### config.mk
export PLATFORM = sky130hd
export DESIGN_NAME = uart_rx_ctrl
export DESIGN_NICKNAME = d
export VERILOG_FILES = /design/src/rtl/uart_rx_ctrl.sv
export SDC_FILE = /design/constraint.sdc
export NUM_CORES = 1
export LEC_CHECK = 0
export CAP_MARGIN = 20
export CORE_ASPECT_RATIO = 0.7
export CORE_MARGIN = 5
export CORE_UTILIZATION = 54
export CTS_CLUSTER_SIZE = 25
export DETAILED_ROUTE_END_ITERATION = 16
export PLACE_DENSITY = 0.77
export SKIP_LAST_GASP = 1
export SLEW_MARGIN = 30
export SYNTH_ARGS = -nofsm -noshare
export SYNTH_HDL_FRONTEND = slang
export SYNTH_SLANG_ARGS = --single-unit
export TNS_END_PERCENT = 10
### constraint.sdc
create_clock -name clk -period 2.11 [get_ports clk]
set_clock_uncertainty 0.2 [all_clocks]
set_input_delay 0.422 -clock clk [delete_from_list [all_inputs] [get_ports clk]]
set_output_delay 0.422 -clock clk [all_outputs]
set_load 0.1 [all_outputs]
### src/rtl/uart_rx_ctrl.sv
`default_nettype none
// ============================================================================
// Module      : uart_rx_ctrl
// Description : Oversampled UART receiver (8N1 by default) with a one-entry
//               output buffer, framing-error and overrun pulses.
// Revision    : 1.0 - initial release
// ============================================================================
module uart_rx_ctrl #(
    parameter int OVERSAMPLE = 16,
    parameter int DATA_BITS  = 8
) (
    input  logic                 clk,
    input  logic                 reset,
    input  logic                 rx,
    output logic [DATA_BITS-1:0] data_out,
    output logic                 data_valid,
    input  logic                 data_ready,
    output logic                 busy,
    output logic                 frame_err,
    output logic                 overrun
);

    localparam int c_cnt_w = $clog2(OVERSAMPLE);
    localparam int c_idx_w = (DATA_BITS > 1) ? $clog2(DATA_BITS) : 1;

    localparam logic [c_cnt_w-1:0] c_half_m1 = c_cnt_w'(OVERSAMPLE / 2 - 1);
    localparam logic [c_cnt_w-1:0] c_full_m1 = c_cnt_w'(OVERSAMPLE - 1);
    localparam logic [c_idx_w-1:0] c_last    = c_idx_w'(DATA_BITS - 1);

    localparam logic [1:0] c_idle  = 2'd0;
    localparam logic [1:0] c_start = 2'd1;
    localparam logic [1:0] c_data  = 2'd2;
    localparam logic [1:0] c_stop  = 2'd3;

    logic                 r_rx_meta;
    logic                 r_rx_s;
    logic [1:0]           r_state;
    logic [c_cnt_w-1:0]   r_cnt;
    logic [c_idx_w-1:0]   r_idx;
    logic [DATA_BITS-1:0] r_shift;

    logic [1:0]           w_state_nxt;
    logic [c_cnt_w-1:0]   w_cnt_nxt;
    logic [c_idx_w-1:0]   w_idx_nxt;
    logic [DATA_BITS-1:0] w_shift_nxt;
    logic                 w_byte_done;
    logic                 w_stop_bad;

    always_comb begin
        w_state_nxt = r_state;
        w_cnt_nxt   = r_cnt + c_cnt_w'(1);
        w_idx_nxt   = r_idx;
        w_shift_nxt = r_shift;
        w_byte_done = 1'b0;
        w_stop_bad  = 1'b0;
        case (r_state)
            c_idle: begin
                w_cnt_nxt = '0;
                if (!r_rx_s) begin
                    w_state_nxt = c_start;
                end
            end
            c_start: begin
                if (r_cnt == c_half_m1) begin
                    w_cnt_nxt   = '0;
                    w_idx_nxt   = '0;
                    w_state_nxt = r_rx_s ? c_idle : c_data;
                end
            end
            c_data: begin
                if (r_cnt == c_full_m1) begin
                    w_cnt_nxt          = '0;
                    w_shift_nxt[r_idx] = r_rx_s;
                    if (r_idx == c_last) begin
                        w_state_nxt = c_stop;
                    end else begin
                        w_idx_nxt = r_idx + c_idx_w'(1);
                    end
                end
            end
            c_stop: begin
                // Returning to idle at mid-stop lets a back-to-back start bit be caught.
                if (r_cnt == c_full_m1) begin
                    w_cnt_nxt   = '0;
                    w_state_nxt = c_idle;
                    w_byte_done = r_rx_s;
                    w_stop_bad  = ~r_rx_s;
                end
            end
            default: begin
                w_cnt_nxt   = '0;
                w_state_nxt = c_idle;
            end
        endcase
    end

    always_ff @(posedge clk or posedge reset) begin
        if (reset) begin
            r_rx_meta  <= 1'b1;
            r_rx_s     <= 1'b1;
            r_state    <= c_idle;
            r_cnt      <= '0;
            r_idx      <= '0;
            r_shift    <= '0;
            data_out   <= '0;
            data_valid <= 1'b0;
            busy       <= 1'b0;
            frame_err  <= 1'b0;
            overrun    <= 1'b0;
        end else begin
            r_rx_meta <= rx;
            r_rx_s    <= r_rx_meta;
            r_state   <= w_state_nxt;
            r_cnt     <= w_cnt_nxt;
            r_idx     <= w_idx_nxt;
            r_shift   <= w_shift_nxt;
            busy      <= (w_state_nxt != c_idle);
            frame_err <= w_stop_bad;
            overrun   <= 1'b0;
            if (w_byte_done) begin
                // A byte taken on this same edge frees the buffer for the new one.
                if (!data_valid || data_ready) begin
                    data_out   <= r_shift;
                    data_valid <= 1'b1;
                end else begin
                    overrun <= 1'b1;
                end
            end else if (data_valid && data_ready) begin
                data_valid <= 1'b0;
            end
        end
    end

endmodule
`default_nettype wire

==> results.md <==
* Max Fclk at 0.514 GHz
* Via count of the first global-routing pass at 897
* Die W at 71.3 µm
* Critical Path Start Type: flip-flop
* WP data required at 2.07 ns
* P_leak at 0.833 nW
* Most frequent cells in the layout: dfrtp_1, mux2_2, buf_12, mux2_4, nor2_1
* DR iter-0 viols at 67
* Top sig layer: met4
* Net Sw Frac at 31.6%
* Final Setup Violations at 0
* First-pass GRT wire length at 4.48 mm
* Syn_nets at 118
* H-tree Lvls at 2
* Most common cell after layout, fill and taps aside: dfrtp_1
* Met2 wire len at 1.23 mm
* Seq pwr share at 45.5%
* Row Count at 15
* Clock network fraction of design power at 33.9%
* Hold-fix buffer count after cts at 0
* Clock Latency Late Sink at 0.28 ns
* Post-Syn Area at 1420 µm²
* Initial Util at 56.9%
* Pre-antenna DRT Iters at 4
* Wirelength per Cell at 16.5 µm
* Yosys cell types at 33
* Maximum fanout along the worst path at 8
* DRT antenna net count at 0
* Residual DRC at 0
* Mean Syn Cell Area at 12.8 µm²
* Switching pwr at 0.557 mW
* Register area share after synthesis at 54.8%
* Antenna violations before repair at 0
* Crit. End Element: flip-flop
* Worst path max stage delay at 0.47 ns
* HP Class: flip-flop to flip-flop
* CTS buffer count at 5
* Slew HR at 71.4%
* Die H at 52.9 µm
* CTS Sinks at 31
* Comb power frac at 20.7%
* Period minus WS final at 1.94 ns
* Core area at 2500 µm²
* Worst setup margin at 0.166 ns
* CTS max path bufs at 2
* Pwr dens at 990 nW/µm²
* RSZ-0062 raised after global routing: no
* Root Driver: clkbuf_8
* Max Cap Violations at 0
* Ports at 16
* Synth-to-layout area growth at 25.3%
* Post CTS Setup Buffer Count at 0
* Die footprint at 3770 µm²
* Setup CP Type: flip-flop to flip-flop
* Synth Register Bits at 31
* Pre-CTS setup slack at 0.105 ns
* Reg clk slew, reported paths at 0.06 ns
* GRT Overall Usage at 16.7%
* Number of gates resized after CTS at 0
* Nets at 136
* Final Hold Fails at 0
* Final Cycle Share at 92.1%
* Largest net degree at the start of global routing at 32
* Peak VDD IR at 0.000790 V
* Status: finished clean
* M1 WL at 1.31 mm
* CP arrival at 1.91 ns
* Synth warn at 0
* TNS Setup at 0 ns
* ANT cells at 0
* CTS tree: done
* HPWL Detailed at 1.94 mm
* Final-report max-slew violation count at 0
* CP cell instances: ha_1 -> ha_1 -> nor4bb_1 -> o21ai_1 -> mux2_2
* Post-Syn Instances at 111
* Met3 WL at 147 µm
* Via/cell ratio at 5.57
* WL final at 2.71 mm
* Most Frequent Cell on Critical Path: ha_1
* Slowest-stage cell, CP: dfrtp_1
* Share of cells above drive strength 1 at 33.8%
* Routability Congestion at 0.758
* Int Pwr at 1.20 mW
* Total grt overflow at 0
* Vias at 913
* Port bufs at 15
* Worst-margin pin slew at 0.429 ns
-- power groups by stage --
stage          clock (mW)  combinational [mW]  sequential, mW
2_1_floorplan           0               0.320           0.774
3_3_place_gp            0               0.339           0.792
3_5_place_dp            0               0.364           0.802
4_1_cts             0.606               0.364           0.796
5_1_grt             0.641               0.399           0.816
6_report            0.596               0.364           0.801
-- worst paths after layout --
kind | cells after the start | from | slack [ns] | end
setup / recovery | 5 | r_idx[0] | 0.17 | r_idx[2]
hold / removal | 0 | r_rx_meta | 0.16 | r_rx_s
setup reg to reg | 5 | r_idx[0] | 0.17 | r_idx[2]
hold reg to reg | 0 | r_rx_meta | 0.16 | r_rx_s
max in group asynchronous | 3 | reset | 1.08 | r_rx_s
min in group asynchronous | 3 | reset | 0.32 | frame_err
-- per-stage QoR --
stage	utilization (%)	std cells	hold WS (ns)	cell area, µm²	total power [mW]
floorplan	-	111	0.145	1420	1.09
global placement	66.6	156	0.146	1660	1.13
detailed placement	66.6	156	0.147	1660	1.17
CTS	71.3	164	0.156	1780	1.77
global route	71.3	164	0.157	1780	1.86
finish	71.3	164	0.156	1780	1.76
-- final cells by class --
cell class / count / area, µm²
sequential: 31 / 778
fill: 176 / 717
multi-input combinational: 70 / 578
timing repair buffer: 17 / 248
clock buffer: 6 / 82.6
tap: 34 / 42.5
clock inverter: 2 / 35.0
inverter: 4 / 15.0
-- flip-flops by register name, indices dropped and copies added, names as in the netlist --
name / flops
data_out: 8
r_shift: 8
r_cnt: 4
r_idx: 3
r_state: 2
busy: 1
data_valid: 1
frame_err: 1
overrun: 1
r_rx_meta: 1
r_rx_s: 1
-- kinds of logic after synthesis --
kind of cell | synth area share, %
xor+xnor | 1.85
buf+inv | 4.49
compound gates | 4.05
fa+ha+maj | 2.64
flops | 54.8
simple gates | 15.0
mux | 17.2
-- critical path: cells and delay by family (launching register included) --
kind	cells	cell delay [ns]
compound gates	1	0.18
simple gates	1	0.26
fa+ha+maj	2	0.43
flops	1	0.47
mux	1	0.30
-- synthesized netlist by cell type --
cell type,count,area (µm²)
nor4bb_1,1,10.0
nor4_1,1,6.26
nand4_1,4,25.0
and4_1,1,8.76
nor3b_1,3,22.5
ha_1,3,37.5
dfrtp_1,29,726
nand2_1,3,11.3
a22o_1,1,8.76
dfstp_2,2,52.6
nand3_1,6,30.0
xnor2_1,2,17.5
buf_6,3,33.8
o22a_1,1,8.76
and2_1,1,6.26
mux2_2,11,124
nand2b_1,1,6.26
nor2b_1,3,18.8
mux2_4,8,120
o21ai_0,2,10.0
and3_1,1,6.26
a32oi_1,1,8.76
xor2_1,1,8.76
o22ai_1,1,6.26
nor2_1,8,30.0
and4b_1,1,10.0
nor3_1,2,10.0
o21ai_1,1,5.00
buf_4,1,7.51
and4_4,1,11.3
clkbuf_1,2,7.51
inv_1,4,15.0
a221o_1,1,10.0
-- layer usage --
metal / track usage (%) / vias to the layer above
met5: 0 / -
met4: 7.50 / 0
met3: 7.40 / 2
met2: 23.5 / 24
met1: 22.2 / 451
li1: - / 436
(Power assumes the default switching activity.)
